$ cat config.mk
export PLATFORM = sky130hd
export DESIGN_NAME = alu_seq
export DESIGN_NICKNAME = d
export VERILOG_FILES = /design/src/rtl/alu_seq.sv
export SDC_FILE = /design/constraint.sdc
export NUM_CORES = 1
export LEC_CHECK = 0
export CAP_MARGIN = 5
export CORE_ASPECT_RATIO = 1.2
export CORE_MARGIN = 10
export CORE_UTILIZATION = 37
export CTS_BUF_LIST = sky130_fd_sc_hd__clkbuf_8
export DETAILED_ROUTE_END_ITERATION = 10
export SYNTH_ARGS = -nofsm -noshare
export SYNTH_HDL_FRONTEND = slang
export SYNTH_SLANG_ARGS = --single-unit
export TNS_END_PERCENT = 30
$ cat constraint.sdc
create_clock -name clk -period 4.2 [get_ports clk]
set_input_delay 0.84 -clock clk [delete_from_list [all_inputs] [get_ports clk]]
set_output_delay 0.84 -clock clk [all_outputs]
set_load 0.01 [all_outputs]
$ cat src/rtl/alu_seq.sv
`timescale 1ns/1ps
`default_nettype none
// ============================================================================
//  Module   : alu_seq
//  Purpose  : Multi-cycle ALU with valid/ready handshakes on both sides.
//             Single-cycle ADD/AND/NOT/XOR, iterative shifts at 1 bit per
//             cycle, iterative shift-add multiply, registered NZP/C/V flags.
//  Revision : 1.0  initial release
// ============================================================================
module alu_seq #(
    parameter int WIDTH   = 16,
    parameter int SHIFT_W = 4
) (
    input  logic               clk,
    input  logic               reset,
    input  logic               in_valid,
    output logic               in_ready,
    input  logic [WIDTH-1:0]   in1,
    input  logic [WIDTH-1:0]   in2,
    input  logic [2:0]         op,
    input  logic [SHIFT_W-1:0] shift,
    output logic               out_valid,
    input  logic               out_ready,
    output logic [WIDTH-1:0]   out,
    output logic               zero,
    output logic               positive,
    output logic               negative,
    output logic               carry,
    output logic               overflow
);

    localparam logic [2:0] c_op_add   = 3'b000;
    localparam logic [2:0] c_op_and   = 3'b001;
    localparam logic [2:0] c_op_not   = 3'b010;
    localparam logic [2:0] c_op_xor   = 3'b011;
    localparam logic [2:0] c_op_lshf  = 3'b100;
    localparam logic [2:0] c_op_rshfl = 3'b101;
    localparam logic [2:0] c_op_rshfa = 3'b110;
    localparam logic [2:0] c_op_mul   = 3'b111;

    localparam logic [1:0] c_st_idle = 2'd0;
    localparam logic [1:0] c_st_busy = 2'd1;
    localparam logic [1:0] c_st_done = 2'd2;

    // Counter holds "remaining steps minus one", so the last step is count==0.
    localparam logic [SHIFT_W-1:0] c_mul_count = SHIFT_W'(WIDTH - 1);
    localparam logic [SHIFT_W-1:0] c_one       = SHIFT_W'(1);

    logic [1:0]         r_state;
    logic [2:0]         r_op;
    logic [SHIFT_W-1:0] r_count;
    logic [WIDTH-1:0]   r_a;        // shift working register
    logic               r_sign;     // sign of in1 latched for RSHFA fill
    logic [WIDTH-1:0]   r_b;        // multiplier, consumed LSB first
    logic [2*WIDTH-1:0] r_mcand;    // multiplicand, shifted left each step
    logic [2*WIDTH-1:0] r_acc;      // product accumulator

    logic [1:0]         w_state_nxt;
    logic               w_accept;
    logic               w_load;
    logic [WIDTH-1:0]   w_res;
    logic               w_c;
    logic               w_v;
    logic [WIDTH:0]     w_add;
    logic [WIDTH-1:0]   w_sh_nxt;
    logic               w_sh_out;
    logic [2*WIDTH-1:0] w_acc_nxt;

    assign in_ready  = (r_state == c_st_idle);
    assign out_valid = (r_state == c_st_done);
    assign w_accept  = in_valid & in_ready;

    // Datapath step values: single-cycle ops from live inputs, iterative ops from working regs.
    always_comb begin
        w_add     = {1'b0, in1} + {1'b0, in2};
        w_acc_nxt = r_acc + (r_b[0] ? r_mcand : '0);
        w_sh_nxt  = r_a;
        w_sh_out  = 1'b0;
        case (r_op)
            c_op_lshf: begin
                w_sh_nxt = {r_a[WIDTH-2:0], 1'b0};
                w_sh_out = r_a[WIDTH-1];
            end
            c_op_rshfl: begin
                w_sh_nxt = {1'b0, r_a[WIDTH-1:1]};
                w_sh_out = r_a[0];
            end
            c_op_rshfa: begin
                w_sh_nxt = {r_sign, r_a[WIDTH-1:1]};
                w_sh_out = r_a[0];
            end
            default: begin
                w_sh_nxt = r_a;
                w_sh_out = 1'b0;
            end
        endcase
    end

    // Next-state logic and the result/flag values loaded on entry to DONE.
    always_comb begin
        w_state_nxt = r_state;
        w_load      = 1'b0;
        w_res       = out;
        w_c         = 1'b0;
        w_v         = 1'b0;
        case (r_state)
            c_st_idle: begin
                if (w_accept) begin
                    w_state_nxt = c_st_done;
                    w_load      = 1'b1;
                    case (op)
                        c_op_add: begin
                            w_res = w_add[WIDTH-1:0];
                            w_c   = w_add[WIDTH];
                            w_v   = (in1[WIDTH-1] == in2[WIDTH-1]) &&
                                    (w_add[WIDTH-1] != in1[WIDTH-1]);
                        end
                        c_op_and: w_res = in1 & in2;
                        c_op_not: w_res = ~in1;
                        c_op_xor: w_res = in1 ^ in2;
                        c_op_mul: begin
                            w_state_nxt = c_st_busy;
                            w_load      = 1'b0;
                        end
                        default: begin
                            // Shifts: zero amount completes immediately with in1.
                            if (shift == '0) begin
                                w_res = in1;
                            end else begin
                                w_state_nxt = c_st_busy;
                                w_load      = 1'b0;
                            end
                        end
                    endcase
                end
            end
            c_st_busy: begin
                if (r_count == '0) begin
                    w_state_nxt = c_st_done;
                    w_load      = 1'b1;
                    if (r_op == c_op_mul) begin
                        w_res = w_acc_nxt[WIDTH-1:0];
                        w_v   = |w_acc_nxt[2*WIDTH-1:WIDTH];
                    end else begin
                        w_res = w_sh_nxt;
                        w_c   = w_sh_out;
                    end
                end
            end
            c_st_done: begin
                if (out_ready) begin
                    w_state_nxt = c_st_idle;
                end
            end
            default: w_state_nxt = c_st_idle;
        endcase
    end

    // State, operand latches, iterative working registers and result/flag registers.
    always_ff @(posedge clk) begin
        if (reset) begin
            r_state  <= c_st_idle;
            r_op     <= c_op_add;
            r_count  <= '0;
            r_a      <= '0;
            r_sign   <= 1'b0;
            r_b      <= '0;
            r_mcand  <= '0;
            r_acc    <= '0;
            out      <= '0;
            zero     <= 1'b0;
            positive <= 1'b0;
            negative <= 1'b0;
            carry    <= 1'b0;
            overflow <= 1'b0;
        end else begin
            r_state <= w_state_nxt;
            if (w_load) begin
                out      <= w_res;
                zero     <= (w_res == '0);
                negative <= w_res[WIDTH-1];
                positive <= ~w_res[WIDTH-1] & (w_res != '0);
                carry    <= w_c;
                overflow <= w_v;
            end
            if (w_accept) begin
                r_op    <= op;
                r_a     <= in1;
                r_sign  <= in1[WIDTH-1];
                r_b     <= in2;
                r_mcand <= {{WIDTH{1'b0}}, in1};
                r_acc   <= '0;
                r_count <= (op == c_op_mul) ? c_mul_count : (shift - c_one);
            end else if (r_state == c_st_busy) begin
                r_a     <= w_sh_nxt;
                r_acc   <= w_acc_nxt;
                r_mcand <= r_mcand << 1;
                r_b     <= r_b >> 1;
                if (r_count != '0) begin
                    r_count <= r_count - c_one;
                end
            end
        end
    end

endmodule
`default_nettype wire

Word level (Yosys, flattened, before mapping)

Cells that the tools add are included.

Flip-flop bits (word level): 127
Bits of input ports: 43
Output and inout bits: 23
Word-level logic and storage cells: 96

Add/subtract/negate cells: 4
Equality and inequality tests: 15
Mux-type cells: 40
Bitwise logic cells: 6
Reduce and logical (&&, ||, !) cells: 16

Operators by type and width:

| kind                                                                     | count |
|---|---|
| 16-bit two-way mux                                                       | 10 |
| 16-bit one-hot mux with 5 select lines                                   | 1 |
| 16-bit one-hot mux with 3 select lines                                   | 1 |
| 32-bit adder                                                             | 1 |
| 32-bit two-way mux                                                       | 1 |
| 16-bit one-hot mux with 2 select lines                                   | 1 |
| 16-bit by 16-bit adder with 17-bit output                                | 1 |
| 16-bit AND                                                               | 1 |
| 16-bit logical NOT                                                       | 1 |
| 4-bit two-way mux                                                        | 4 |
| 16-bit inverter                                                          | 1 |
| 16-bit nonzero test                                                      | 1 |
| 16-bit OR reduction                                                      | 1 |
| 16-bit XOR                                                               | 1 |
| 3-bit equality test (second input constant)                              | 5 |
| 1-bit two-way mux                                                        | 11 |
| 1-bit one-hot mux with 2 select lines                                    | 5 |
| 4-bit logical NOT                                                        | 2 |
| 2-bit two-way mux                                                        | 4 |
| 4-bit by 1-bit subtractor with 4-bit output (second input constant)      | 2 |
| 3-bit by 2-bit equality test with 1-bit output (second input constant)   | 2 |
| 2-bit one-hot mux with 3 select lines                                    | 1 |
| 2-bit by 1-bit inequality test with 1-bit output (second input constant) | 2 |
| 2-bit one-hot mux with 2 select lines                                    | 1 |
| 17 further kinds                                                         | 20 |

Logic depth before layout (Yosys ltp)

Gate-level depths: netlist of the first run.

Word-level depth: 7
Depth in mapped cells: 14
Gate-level depth less buffers: 13

Worst setup path before layout of the first run

No wires, ideal clock.

Kind: in2reg
From: input in1[0]
To: register zero
Library setup time: 0.069 ns
Data arrival time: 3.345 ns
Data required time: 4.131 ns
Path slack: 0.786 ns
Cell stages on the path: 13
Buffers on the path: 0
Cells stage by stage: ha_1 > inv_1 > fa_1 > nor2b_1 > o31a_1 > a211oi_1 > o21ai_1 > o21ai_1 > or4_1 > nor4_2 > nand4_1 > or4_1 > o21ai_1

Cells in the longest elaborated chain, start to end: 5
Elaborated cells on any way between the ends: 9
Classes of those cells: add/sub (1); mux (4); bitwise (3); reduce/logical (1)

RTL lines:

| what                                                              | RTL line | text |
|---|---|---|
| start, declared                                                   | 18       | `input logic [WIDTH-1:0] in1,` |
| 16-bit by 16-bit adder with 17-bit output (tied with other cells) | 75       | `w_add = {1'b0, in1} + {1'b0, in2};` |
| 16-bit one-hot mux with 5 select lines *                          | 111      | `case (op)` |
| 16-bit two-way mux *                                              | 108      | `if (w_accept) begin` |
| 16-bit one-hot mux with 2 select lines *                          | 106      | `case (r_state)` |
| 16-bit logical NOT *                                              | 180      | `zero <= (w_res == '0);` |
| end signal, assigned                                              | 180      |  |
| end, declared                                                     | 25       | `output logic zero,` |

Mark *: on every way between the ends. The rest lies on a longest branch, timed or not.
A chain may end at the register's enable or synchronous reset.

Worst setup path in the final report of the first run

From: register r_b[0]
To: register zero

Cells in the longest elaborated chain, start to end: 6

RTL lines:

| what                                   | RTL line | text |
|---|---|---|
| start, declared                        | 54       | `logic [WIDTH-1:0] r_b;` |
| start signal, assigned                 | 190      | `r_b <= in2;` |
| start signal, assigned                 | 198      | `r_b <= r_b >> 1;` |
| 32-bit two-way mux                     | 76       | `w_acc_nxt = r_acc + (r_b[0] ? r_mcand : '0);` |
| 32-bit adder                           | 76       |  |
| 16-bit two-way mux                     | 141      | `if (r_op == c_op_mul) begin` |
| 16-bit two-way mux                     | 138      | `if (r_count == '0) begin` |
| 16-bit one-hot mux with 2 select lines | 106      |  |
| 16-bit logical NOT                     | 180      |  |

No other way between the ends.

==> results of run 1 <==
stage by stage:
step / TNS (ns) / setup WS, ns / util [%]
floorplan: 0 / 0.7864 / -
global placement: 0 / 0.01057 / 42.65
detailed placement: -0.002593 / -0.002593 / 42.65
CTS: 0 / 0.3675 / 44.34
global route: 0 / 0.09460 / 44.34
finish: 0 / 0.3440 / 44.34
worst register-to-register path: stages, from the launching register on:
cell	delay, ns
dfxtp_1	0.41
and2_1	0.21
ha_1	0.22
fa_1	0.41
a21oi_1	0.15
buf_4	0.15
nor3_1	0.06
nor3_1	0.37
nor2_1	0.16
xnor2_1	0.26
o311ai_0	0.23
o32ai_1	0.42
nand2_1	0.19
or4_1	0.43
o21ai_1	0.13
worst paths after layout:
kind / start / to / slack [ns]
worst max-delay path: r_b[0] / zero / 0.34
worst min-delay path: r_acc[22] / r_acc[22] / 0.46
worst max register to register: r_b[0] / zero / 0.34
worst min register to register: r_acc[22] / r_acc[22] / 0.46
report_power, final:
part	total, mW	switching [mW]	internal, mW
combinational	0.905	0.536	0.369
sequential	1.37	0.0940	1.27
clock	1.14	0.553	0.585
logic make-up after synthesis:
logic type	after synthesis
XOR/XNOR	41
AO/OA/AOI/OAI	390
AND/OR/NAND/NOR	504
buffers and inverters	115
multiplexers	22
flip-flops	126
adder cells (fa/ha/maj)	51
layer usage:
layer	vias up	share of wire [%]	track usage (%)
met2	326	48	34.73
met3	86	5.6	3.684
met1	4562	42	25.00
met4	0	4.4	9.826
met5	-	0	0
li1	4638	-	-
layout make-up:
| type | count | area (µm²) |
|---|---|---|
| sequential | 126 | 2522 |
| timing repair buffer | 128 | 1144 |
| inverter | 29 | 108.9 |
| fill | 2457 | 13430 |
| tap | 320 | 400.4 |
| multi-input combinational | 1008 | 6113 |
| clock buffer | 17 | 234.0 |
| clock inverter | 15 | 173.9 |
layout by cell type (no fill, tap or decap), types with 4 or more instances in the layout:
cell and count:
nand2_1 232, a21oi_1 127, dfxtp_1 126, nor2_1 113, clkdlybuf4s50_1 64, buf_4 61
ha_1 49, o21ai_0 48, and2_1 43, a311oi_1 37, nand3_1 32, inv_1 29
a211oi_1 28, xnor2_1 25, o22ai_1 21, a31oi_1 20, nor3_1 19, clkbuf_8 17
xor2_1 15, o211ai_1 12, a22oi_1 12, nand4_1 11, mux2i_1 11, o21ai_1 10
o21a_1 10, a21o_1 9, nor4_1 8, and3_1 6, mux2_2 6, a221oi_1 6
nor2b_1 5, nor3b_1 5, a21boi_0 5, nand2b_1 4, a211o_1 4, clkinv_4 4
state kept, by name (all words and copies together) (netlist names), 2 cells and up:
signal   count
r_a         16
out         16
r_acc       32
r_state      2
r_count      4
r_mcand     32
r_b         16
r_op         3
==> metrics, run 1 <==
Buf/Inv on CP=1; Crit Path Category=reg2reg; clk sinks=approximately 130; setup bufs post-CTS=0; RSZ-0062 raised after global routing=false; largest family of logic cells by synthesized area=compound AO/OA/AOI/OAI gates; WP data arrival=between 4 and 5 ns; adder-cell area share of the yosys netlist=approximately 7%; DP Cell Count=1611; Total GRT Usage=between 20 and 25%; hold_buf cts=0; status=finished, final reports clean; hold path cells=2; top-count cell post-synth=nand2_1; initial antenna violation count=0; Max Slew Vio Count=0; Yosys top cell by area=dfxtp_1; root buf cell=clkbuf_8; CP max stage delay=between 0.4 and 0.5 ns; fin cells=approximately 1600; Distinct cells, synth=between 80 and 90; Async S/R FF share, synth=0%; num rows=between 60 and 70; final setup skew=about 0.014 ns; layout net count=approximately 1400; Max clock buf depth=2; H-Tree Depth=4; worst vdd ir=approximately 180 µV; Leak=4.005 nW; Die Ht=between 150 and 200 µm; Tcrit/Tclk final=91.81%; placed inst area=10290 µm²; placed wire-length estimate=24680 µm; DR iter-0 viols=886; ANT nets after route=0; Pwr Total=3.411 mW; relative slew slack=31.94%; vias in the first global route=around 9300; Initial Utilization=between 30% and 40%; Simple-Gate Fraction of Synth Area=24.78%; Mapped Nets=1343; post-route cell area=10700 µm²; Die Wd=163.2 µm; DR WL/cell=between 20 and 25 µm; top cells by area, synth=dfxtp_1, nand2_1, a21oi_1; Worst-Margin Slew=about 1.0 ns; Clock Latency Late Sink=0.46 ns; number of CTS-inserted buffers=17; Mapped Cells=roughly 1200; pin count of the biggest net entering global routing=95; GPL Wtd Cong=between 1 and 1.5; multiplexer share of the synthesized area=under 10%; vias per inst=approximately 6; Yosys Warn Count=0; Synth Flop Type=dfxtp_1; # port buffers=65; Min Hold Slack=around 0.46 ns; number of gates resized after CTS=0; highest clock rate=259.3 MHz; Post-Synth XOR/XNOR Area=between 4 and 5%; CTS tree=yes; Ant. Diodes=0; Yosys reg bits=between 100 and 150; Post-synth EDFFs=0; Avg Cell Area, Syn=around 7.3 µm²; P per Cell Area=between 300 and 400 nW/µm²; Final Setup Violations=0; top-area cell type share of the netlist area=between 20% and 30%; Max Cap Viol=0; DRC viols=0; Post-synth top cells=nand2_1, a21oi_1, dfxtp_1; Synth Area in Compound Gates=28.03%; Die Footprint=~31000 µm²; critical-path maximum fanout=8; startpoint class of the critical path=flip-flop; first-pass GRT wire length=approximately 52000 µm; CP top delay family=simple AND/OR/NAND/NOR gates; sequential area share after synthesis=around 28%; min-delay worst type=reg2reg; FF-to-FF path depth=14; Setup crit end kind=flip-flop; via count=between 9000 and 10000; drt total wl=32930 µm; WP data required=about 4.6 ns; I/O pin cnt=66; stages on the worst setup path=14; DR pass1 iterations=9; fraction of layout cells with a size suffix above 1=under 10%; cell mode on critical path=nor3_1; minimum clock period=3.856 ns; critical path, cell by cell=and2_1 > ha_1 > fa_1 > a21oi_1 > buf_4 > nor3_1 > nor3_1 > nor2_1 > xnor2_1 > o311ai_0 > o32ai_1 > nand2_1 > or4_1 > o21ai_1; Core ar.=~24000 µm²; synthesized area=roughly 9100 µm²; critical path's slowest cell=or4_1; Reg clk slew, reported paths=roughly 0.090 ns; Fin. Hold Viols=0; Area growth, synth to finish=17.45%; GRT overflow=0
(Power assumes the default switching activity.)
==> run 2: changes to the inputs <==
--- a/config.mk
+++ b/config.mk
@@ -6,11 +6,14 @@
 export NUM_CORES = 1
 export LEC_CHECK = 0
 export CAP_MARGIN = 5
+export CELL_PAD_IN_SITES_DETAIL_PLACEMENT = 1
+export CELL_PAD_IN_SITES_GLOBAL_PLACEMENT = 1
 export CORE_ASPECT_RATIO = 1.2
 export CORE_MARGIN = 10
 export CORE_UTILIZATION = 37
 export CTS_BUF_LIST = sky130_fd_sc_hd__clkbuf_8
 export DETAILED_ROUTE_END_ITERATION = 10
+export PLACE_DENSITY_LB_ADDON = 0.1
 export SYNTH_ARGS = -nofsm -noshare
 export SYNTH_HDL_FRONTEND = slang
 export SYNTH_SLANG_ARGS = --single-unit
==> constraint.sdc (replaced) <==
create_clock -name clk -period 3.86 [get_ports clk]
set_input_delay 0.772 -clock clk [delete_from_list [all_inputs] [get_ports clk]]
set_output_delay 0.772 -clock clk [all_outputs]
set_load 0.01 [all_outputs]
==> run 2 against run 1 <==
Net effect:
- highest routed layer is now met5
- worst setup slack lost 0.23 ns
- non-clock buffer count rose by 79
- critical path type is now in2reg
- largest cell class unchanged
- clock power grew 4%
- routed wire length grew 14%
- flip-flop and latch count unchanged
- sequential power is 9% higher
==> metrics, run 2 (synthesis results as in run 1) <==
final setup skew=~0.011 ns; Crit Path Category=in2reg; Ant. Diodes=0; biggest regs=r_acc: 32 flops, r_mcand: 32 flops; Total GRT Usage=between 20% and 30%; commonest cells after routing, fill and taps aside=nand2_1, buf_4, dfxtp_1; Max Slew Vio Count=0; Tcrit/Tclk final=a little over nine tenths; root buf cell=clkbuf_8; CTS tree=yes; area of the multi-input gates=roughly 6200 µm²; Fill cells=3055; WP data required=4.27 ns; relative slew slack=23.34%; min-delay worst type=reg2reg; initial antenna violation count=1; placed wire-length estimate=between 20000 and 30000 µm; Clock Latency Late Sink=between 0.4 and 0.5 ns; pin count of the biggest net entering global routing=80; Area growth, synth to finish=25.14%; Core ar.=24130 µm²; WP data arrival=between 4 and 5 ns; # port buffers=65; ANT nets after route=0; layout net count=1483; drt total wl=between 30000 and 40000 µm; via count=9987; Leak=4.442 nW; startpoint class of the critical path=input port; num rows=between 60 and 70; placed inst area=approximately 11000 µm²; Max clock buf depth=2; Initial Utilization=between 30% and 40%; vias in the first global route=slightly above 10000; GPL Wtd Cong=~0.96; minimum clock period=3.741 ns; H-Tree Depth=4; DR WL/cell=approximately 22 µm; fin cells=between 1500 and 2000; Setup crit end kind=flip-flop; post-route cell area=approximately 11000 µm²; Die Wd=approximately 160 µm; Min Hold Slack=between 0.4 and 0.5 ns; most common cell after layout, fill and taps aside=nand2_1; Die Footprint=between 30000 and 40000 µm²; worst vdd ir=between 200 and 250 µV; Final Setup Violations=0; Post-Place Worst Slack=-0.3450 ns; Setup WS post-layout=0.1186 ns; status=finished, final reports clean; DR iter-0 viols=slightly below 600; DR pass1 iterations=6; number of CTS-inserted buffers=17; Die Ht=between 150 and 200 µm; Final Util=around 47%; I/O pin cnt=66; Worst-Margin Slew=1.147 ns; critical-path maximum fanout=4; Register Area=about 2500 µm²; fraction of layout cells with a size suffix above 1=16.12%; first-pass GRT wire length=approximately 60000 µm; DRC viols=0; Reg clk slew, reported paths=0.09 ns; clk sinks=between 100 and 150; Max Cap Viol=0; vias per inst=around 5.8; GRT overflow=0; DP Cell Count=between 1500 and 2000; P per Cell Area=around 330 nW/µm²; highest clock rate=around 270 MHz; Fin. Hold Viols=0
run 2: cell types whose count changed in the layout (fill, tap and decap cells not counted), moves of 4 or more:
| cell | previous run | this run |
|---|---|---|
| buf_4 | 61 | 139 |
| clkdlybuf4s50_1 | 64 | 59 |
| clkinv_4 | 4 | 0 |
| dlymetal6s2s_1 | 0 | 5 |
| ha_1 | 49 | 44 |
run 2: path summary, 6_finish.rpt:
kind,startpoint,end,slack [ns],cells past startpoint
max,in1[2],zero,0.12,13
min,r_b[2],r_b[2],0.46,2
max reg2reg,r_b[0],zero,0.22,14
min reg2reg,r_b[2],r_b[2],0.46,2
run 2: timing repair:
action	in CTS	in global routing
resized for setup	2	25
hold buffers	0	0
setup endpoints to repair	2	3
buffers inserted	0	4
pin swaps	0	10
run 2: worst max-delay path: stages:
cell             delay [ns]
clkdlybuf4s50_1        0.59
ha_4                   0.25
nor2b_2                0.16
o31a_1                 0.30
buf_4                  0.14
o21a_1                 0.19
a211o_1                0.30
buf_4                  0.15
xnor2_1                0.18
o21ai_0                0.15
or2_2                  0.31
or4_4                  0.52
o21ai_2                0.13
run 2: where the power goes:
group          total (mW)  switching [mW]  internal (mW)  leakage (nW)
Combinational        1.11           0.628          0.484          3.21
Sequential           1.49           0.101           1.39          1.03
Clock                1.18           0.600          0.578         0.198
run 2: per-stage QoR:
| stage | setup TNS (ns) | total power [mW] |
|---|---|---|
| floorplan | 0 | 2.098 |
| global route | -0.02546 | 3.972 |
| detailed placement | -0.8000 | 2.593 |
| CTS | 0 | 3.778 |
| finish | 0 | 3.779 |
| global placement | -0.6164 | 2.581 |
run 2: per-layer routing:
| layer | global-route usage, % | up-vias | routed length (µm) |
|---|---|---|---|
| met5 | 0 | - | 12 |
| met4 | 11.15 | 2 | 1543 |
| met3 | 3.148 | 75 | 1786 |
| met2 | 42.59 | 260 | 18840 |
| met1 | 27.71 | 4876 | 15400 |
| li1 | - | 4774 | - |
run 2: area by class of cell:
class                   count  share of cell area (%)
multi-input cells        1008                   54.64
flip-flops and latches    126                   22.14
repair buffers            207                   15.46
well taps                 320                   3.513
clock buffers              18                   2.174
clock inverters            14                   1.120
inverters                  29                  0.9551
